`src/rtl/apb_master_bridge.sv`:
```
// Single-channel APB4 requester bridging a transfer/SREADY request port onto an APB bus.
// Latency: accept in N -> SETUP N+1 -> ACCESS N+2; SDONE pulses N+3+k for k wait states.
// Backpressure: SREADY low while a transfer is in flight; requests offered when SREADY=0 are dropped.
//
// Ports:
//   PCLK, PRESET                     clock, synchronous active-high reset
//   transfer, SWRITE, SADDR, SWDATA,
//   SSTRB, SPROT, SREADY             request side (accept = transfer && SREADY)
//   SDONE, SERR, STIMEOUT, SRDATA    completion side (one-cycle pulse, read data held)
//   PSEL..PPROT, PREADY, PSLVERR,
//   PRDATA                           APB4 requester port
module apb_master_bridge #(
    parameter int ADDR_WIDTH = 32,
    parameter int DATA_WIDTH = 32,
    parameter int STRB_WIDTH = 4,
    parameter int PROT_WIDTH = 3,
    parameter int TIMEOUT    = 16
) (
    input  logic                  PCLK,
    input  logic                  PRESET,
    input  logic                  transfer,
    input  logic                  SWRITE,
    input  logic [ADDR_WIDTH-1:0] SADDR,
    input  logic [DATA_WIDTH-1:0] SWDATA,
    input  logic [STRB_WIDTH-1:0] SSTRB,
    input  logic [PROT_WIDTH-1:0] SPROT,
    output logic                  SREADY,
    output logic                  SDONE,
    output logic                  SERR,
    output logic                  STIMEOUT,
    output logic [DATA_WIDTH-1:0] SRDATA,
    output logic                  PSEL,
    output logic                  PENABLE,
    output logic                  PWRITE,
    output logic [ADDR_WIDTH-1:0] PADDR,
    output logic [DATA_WIDTH-1:0] PWDATA,
    output logic [STRB_WIDTH-1:0] PSTRB,
    output logic [PROT_WIDTH-1:0] PPROT,
    input  logic                  PREADY,
    input  logic                  PSLVERR,
    input  logic [DATA_WIDTH-1:0] PRDATA
);

    // A zero TIMEOUT still needs a one-bit counter so the declaration stays legal.
    localparam int            CW  = (TIMEOUT > 0) ? $clog2(TIMEOUT + 1) : 1;
    localparam logic [CW-1:0] TMO = CW'(TIMEOUT);

    typedef enum logic [1:0] {
        IDLE   = 2'd0,
        SETUP  = 2'd1,
        ACCESS = 2'd2
    } state_t;

    state_t        state;
    logic [CW-1:0] wait_cnt;
    logic          accept;
    logic          timeout_hit;

    // Ready in IDLE, or in the completing ACCESS cycle so back-to-back
    // transfers go straight from ACCESS to SETUP without an idle gap.
    assign SREADY      = (state == IDLE) || ((state == ACCESS) && PREADY);
    assign accept      = transfer && SREADY;
    assign timeout_hit = (TIMEOUT != 0) && (state == ACCESS) && !PREADY && (wait_cnt == TMO);

    always_ff @(posedge PCLK) begin
        if (PRESET) begin
            state    <= IDLE;
            wait_cnt <= '0;
            PSEL     <= 1'b0;
            PENABLE  <= 1'b0;
            PWRITE   <= 1'b0;
            PADDR    <= '0;
            PWDATA   <= '0;
            PSTRB    <= '0;
            PPROT    <= '0;
            SRDATA   <= '0;
            SDONE    <= 1'b0;
            SERR     <= 1'b0;
            STIMEOUT <= 1'b0;
        end else begin
            SDONE    <= 1'b0;
            SERR     <= 1'b0;
            STIMEOUT <= 1'b0;

            // Bus attributes only move on accept, so they stay frozen
            // from SETUP through the last ACCESS cycle.
            if (accept) begin
                PWRITE <= SWRITE;
                PADDR  <= SADDR;
                PPROT  <= SPROT;
                PSTRB  <= SWRITE ? SSTRB : '0;
                if (SWRITE) begin
                    PWDATA <= SWDATA;
                end
            end

            case (state)
                IDLE: begin
                    if (accept) begin
                        state    <= SETUP;
                        PSEL     <= 1'b1;
                        PENABLE  <= 1'b0;
                        wait_cnt <= '0;
                    end
                end
                SETUP: begin
                    state   <= ACCESS;
                    PENABLE <= 1'b1;
                end
                ACCESS: begin
                    if (PREADY) begin
                        SDONE <= 1'b1;
                        SERR  <= PSLVERR;
                        if (!PWRITE) begin
                            SRDATA <= PRDATA;
                        end
                        if (accept) begin
                            // PSEL stays high; PENABLE drops for the new SETUP.
                            state    <= SETUP;
                            PENABLE  <= 1'b0;
                            wait_cnt <= '0;
                        end else begin
                            state   <= IDLE;
                            PSEL    <= 1'b0;
                            PENABLE <= 1'b0;
                        end
                    end else if (timeout_hit) begin
                        state    <= IDLE;
                        PSEL     <= 1'b0;
                        PENABLE  <= 1'b0;
                        SDONE    <= 1'b1;
                        SERR     <= 1'b1;
                        STIMEOUT <= 1'b1;
                    end else begin
                        wait_cnt <= wait_cnt + 1'b1;
                    end
                end
                default: begin
                    state   <= IDLE;
                    PSEL    <= 1'b0;
                    PENABLE <= 1'b0;
                end
            endcase
        end
    end

endmodule

```
`config.mk`:
```
export PLATFORM = sky130hd
export DESIGN_NAME = apb_master_bridge
export DESIGN_NICKNAME = d
export VERILOG_FILES = /design/src/rtl/apb_master_bridge.sv
export SDC_FILE = /design/constraint.sdc
export NUM_CORES = 1
export LEC_CHECK = 0
export BUFFER_PORTS_ARGS = -buffer_cell sky130_fd_sc_hd__buf_2
export CAP_MARGIN = 30
export CORE_MARGIN = 2
export CORE_UTILIZATION = 48
export CTS_BUF_LIST = sky130_fd_sc_hd__clkbuf_2
export CTS_CLUSTER_DIAMETER = 80
export DETAILED_ROUTE_END_ITERATION = 8
export PLACE_DENSITY_LB_ADDON = 0.12
export SLEW_MARGIN = 10
export SYNTH_ARGS = -nofsm -noshare
export SYNTH_HDL_FRONTEND = slang
export SYNTH_SLANG_ARGS = --single-unit
```
`constraint.sdc`:
```
create_clock -name PCLK -period 2.4 [get_ports PCLK]
set_clock_uncertainty 0.15 [all_clocks]
set_input_delay 0.48 -clock PCLK [delete_from_list [all_inputs] [get_ports PCLK]]
set_output_delay 0.48 -clock PCLK [all_outputs]
set_load 0.02 [all_outputs]
```
* After elaboration in Yosys (flattened, before gate mapping)
Index checks and enable logic that the tools add are counted.
** Storage, ports and cells
- Output and inout port bits :: 110
- Bits in registers :: 116
** Operators by class
- $add $sub $neg :: 1
- Equality and inequality tests :: 7
- Reductions and logical operators :: 15
- Multiplexer cells :: 21
- Bitwise operators :: 3
** Operator list (count)
- 5-bit two-way mux :: 3
- 1-bit two-way mux :: 10
- 5-bit case mux with 2 select lines :: 1
- 3-bit != test (second input constant) :: 3
- 2-bit two-way mux :: 3
- 1-bit case mux with 3 select lines :: 2
- 2-bit case mux with 3 select lines :: 1
- 2-bit AND reduction :: 3
- 5-bit by 1-bit adder with 5-bit output (second input constant) :: 1
- 5-bit == test (second input constant) :: 1
- 1-bit logical AND :: 4
- 4-bit two-way mux :: 1
- 4-bit AND reduction :: 1
- 1-bit inverter :: 3
- 3-bit AND reduction :: 1
- 3-bit OR reduction :: 1
- 2-bit by 1-bit == test with 1-bit output (second input constant) :: 1
- 2-bit == test (second input constant) :: 1
- 2-bit zero test :: 1
- 2-bit != test (second input constant) :: 1
- 2-bit nonzero test :: 1
- 2-bit OR reduction :: 1
- 1-bit zero test :: 1
- 1-bit logical OR :: 1

* Logic depth before layout (Yosys ltp)
- Word-level depth :: 7
- Gate-level depth with buffers :: 7

* Worst setup path before layout
No wires, ideal clock.
- Path type :: in2out
- Start point :: input port PREADY
- End point :: output port SREADY
- Required time :: 1.770 ns
- Buffers on the path :: 3
- Cell stages on the path :: 5
- Setup slack :: 0.396 ns
- Arrival time :: 1.374 ns
- Cells stage by stage :: buf_2 nor2b_1 clkbuf_1 buf_2 nor2_1
** Between the ends
- Word-level cells in the longest chain between the ends :: 2
** Ends and longest elaborated chain
- start: declaration :: RTL line 39 : input logic PREADY,
- 1-bit logical AND :: RTL line 61 : assign SREADY = (state == IDLE) || ((state == ACCESS) && PREADY);
- 1-bit logical OR :: RTL line 61
- end: declaration :: RTL line 27 : output logic SREADY,
Every way passes these cells.

* Worst setup path in the final report
- Start point :: register state[0]
- End point :: output port SREADY
** Between the ends
- Word-level cells in the longest chain between the ends :: 3
** Ends and longest elaborated chain
- start: declaration :: RTL line 54 : state_t state;
- start signal: assignment :: RTL line 67 : state <= IDLE;
- start signal: assignment :: RTL line 100 : state <= SETUP;
- start signal: assignment :: RTL line 107 : state <= ACCESS;
- 2-bit == test :: RTL line 61
- 1-bit logical AND :: RTL line 61
- 1-bit logical OR * :: RTL line 61
Mark *: on every way between the ends. The rest lies on a longest branch, timed or not.

==> flow_metrics.py <==
metrics = {
    "outcome": {
        "status": "finished, final reports clean",
    },
    "critical_path": {
        "worst_setup_path_start_kind": "flop",
        "critPathLaunch": "state[0]",
        "worst_ep_arrival_time_ps": 1580,
        "endpoint_kind": "output port",
        "worst_path_fanout_max": 27,
        "critical_path.max_stage_delay_ps": 400,
        "required_arrival_time_at_the_worst_endpoint_ps": 1770,
        "crit_path_cell_trace": "buf_4, nor2_1, buf_2",
        "crit-reg2reg-launch": "wait_cnt[0]",
        "slowest_stage": "dfxtp_2",
        "setup.worst_path.class": "flop to output port",
    },
    "pwr": {
        "peakVddDrop_uv": 348,
        "power.density_nw_per_um2": 592,
        "power.leakage_uw": 0.00325,
    },
    "grt": {
        "grt_antenna_before_repair": 0,
        "grt_max_degree": 51,
        "vias_in_the_first_global_route": 5154,
        "gr-total-overflow": 0,
        "grt_use_total_pct": 29.4,
        "grt_first_pass_wirelength_microns": 24300,
    },
    "drt": {
        "detail_route.iter0.violations": 242,
        "detail_route.drc_violations": 0,
        "routed_wl_microns": 15500,
        "route.detailed.vias_per_inst": 5.23,
        "route.antenna.remaining_nets": 0,
        "drt-pass1-iter-count": 5,
        "drt-wirelength-per-cell_microns": 15.8,
        "via_total_after_detailed_routing": 5141,
    },
    "sta": {
        "final.period_utilization_pct": 92.1,
        "setup_repair_after_global_routing_missed_its_margin": "no",
        "timing.final.hold_violations": 0,
        "max_clock_freq_ghz": 0.452,
        "fin_tns_setup_ps": 0,
        "hold_slack_ps": 71.4,
        "final-max-slew-violation-count": 0,
        "finalSetupViolations": 0,
        "layout_min_cycle_time_ps": 2210,
        "max_slew_margin_pct": 61.1,
        "postLayoutSetupSlackWorst_ps": 189,
        "worstMarginPinSlew_ps": 581,
    },
    "placement": {
        "io_buffers": 218,
        "place_congestion": 0.888,
        "pre_cts_ws_ps": 360,
        "dp_hpwl_microns": 9000,
    },
    "clock_network": {
        "number_of_buffers_on_the_longest_clock_path": 2,
        "clock-root-buffer": "clkbuf_2",
        "tritoncts": "yes",
        "path_clk_slew_ps": 170,
        "clkSinkCount": 115,
        "htree_levels": 4,
        "cts_buffers": 17,
        "clkLatencyLatePin_ps": 620,
    },
    "floorplan": {
        "floorplan.initialDensity_pct": 49.7,
        "die_w_microns": 102,
        "fp.dieH_microns": 102,
        "die-area_sq_um": 10400,
        "coreArea_sq_um": 9280,
        "design.portCount": 219,
        "rows": 35,
    },
    "cells_and_area": {
        "filler_cell_count": 661,
        "final_antenna_diode_count": 0,
        "areaGrowthSynthToFinish_pct": 54.1,
        "layout.nets": 952,
        "final_cell_mix": "buf_2 (218), nand2_1 (136), dfxtp_1 (113), dlygate4sd3_1 (103), a21oi_1 (73)",
        "final-seq-area_sq_um": 2300,
        "area_of_the_multi_input_gates_sq_um": 2080,
        "layout-drive-gt1-share_pct": 32.3,
        "mostFrequentLayoutCell": "buf_2",
    },
    "synthesis": {
        "yosys_register_bits": 115,
        "synth-seq-area-share_pct": 49.9,
        "yosys_warnings": 0,
        "post_synth_inst_count": 538,
        "postSynthAreaPerCell_sq_um": 8.58,
        "post_synth_instance_area_sq_um": 4610,
        "synth_cell_types": 34,
        "synth_fp_nets": 649,
    },
    "worst_hold_path": {
        "hp-class": "input port to flop",
        "min_from": "SWRITE",
    },
    "flow_run": {
        "drv_cap": 0,
    },
}
## cell type report
type	instances	area share (%)
flip-flops and latches	115	32.4
repair buffers	340	31.8
multi-input cells	361	29.2
clock inverters	13	2.59
well taps	129	2.27
clock buffers	19	1.34
inverters	6	0.317
## kinds of logic (layout without fill, tap and decap cells)
| family | count (synthesis) | after routing | share of synthesized area [%] |
|---|---|---|---|
| simple gates | 203 | 203 | 20.6 |
| compound gates | 123 | 123 | 16.2 |
| flops | 115 | 115 | 49.9 |
| buf+inv | 62 | 378 | 5.56 |
| mux | 33 | 33 | 7.16 |
| fa+ha+maj | 2 | 2 | 0.542 |
## worst max-delay path: cells and delay by family, from the launching register on
family / cells / cell delay, ps
buffers and inverters: 2 / 480
AND/OR/NAND/NOR: 1 / 80
flip-flops: 1 / 400
## path summary, 6_finish.rpt
path	slack [ps]	depth (start not counted)	endpoint
max	190	3	SREADY
min	70	4	PSTRB[0]
max reg2reg	500	5	wait_cnt[3]
min reg2reg	310	2	SRDATA[12]
## cell usage after synthesis (all sizes together)
library cell	number	area (sq um)
or4	5	37.5
ha	2	25.0
nor3b	1	7.51
mux2i	33	330
nand4bb	2	22.5
nor2b	1	6.26
o211ai	1	7.51
nor2	4	15.0
nand4	38	238
buf	17	87.6
nand3	3	15.0
and4	2	17.5
nor4bb	2	20.0
or4b	1	10.0
or3b	1	11.3
nor3	2	10.0
o311ai	1	8.76
a21oi	73	365
nand2b	3	18.8
nor4	1	6.26
o32ai	3	26.3
nand2	136	510
o31ai	41	308
o21ai	1	5.00
inv	6	22.5
dfxtp	115	2300
o21a	1	7.51
clkbuf	39	146
o31a	1	8.76
or3	1	6.26
o2111a	1	11.3
## layer usage
metal  vias up  GRT usage, %  share of wire [%]  routed length (microns)
met4         0          11.0                2.3                      364
met5         -             0                  0                        0
met2       240          50.7                 50                     7750
li1       2508             -                  -                        -
met3        36          8.89                7.6                     1180
met1      2357          34.6                 40                     6210
## where the power goes
part | total, uW | internal (uW) | switching (uW)
clock network | 1450 | 693 | 753
registers | 2040 | 1990 | 45.9
logic | 724 | 331 | 394
total | 4210 | 3020 | 1190
## what timing repair did
action | in CTS | in global routing
endpoints found under the setup margin | 1 | 1
hold buffers | 103 | 0
gates resized for setup | 0 | 1
setup buffers | 1 | 0
hold endpoints to repair | 103 | 0
cloned | 0 | 0
## flip-flops by register name, indices dropped and copies added (netlist names)
name,count
PADDR,32
PPROT,3
PWDATA,32
SRDATA,32
wait_cnt,5
PWRITE,1
PSEL,1
PSTRB,4
state,1
SERR,1
SDONE,1
STIMEOUT,1
PENABLE,1
## through the flow
stage,cells,utilization [%],instance area (sq um),total power (uW)
4_1_cts,983,76.6,7110,4230
6_report,983,76.6,7110,4210
5_1_grt,983,76.6,7110,4390
3_5_place_dp,847,62.4,5790,2650
3_3_place_gp,847,62.4,5790,2640
2_1_floorplan,538,-,4610,2420
Power figures use the tool's default switching activity.
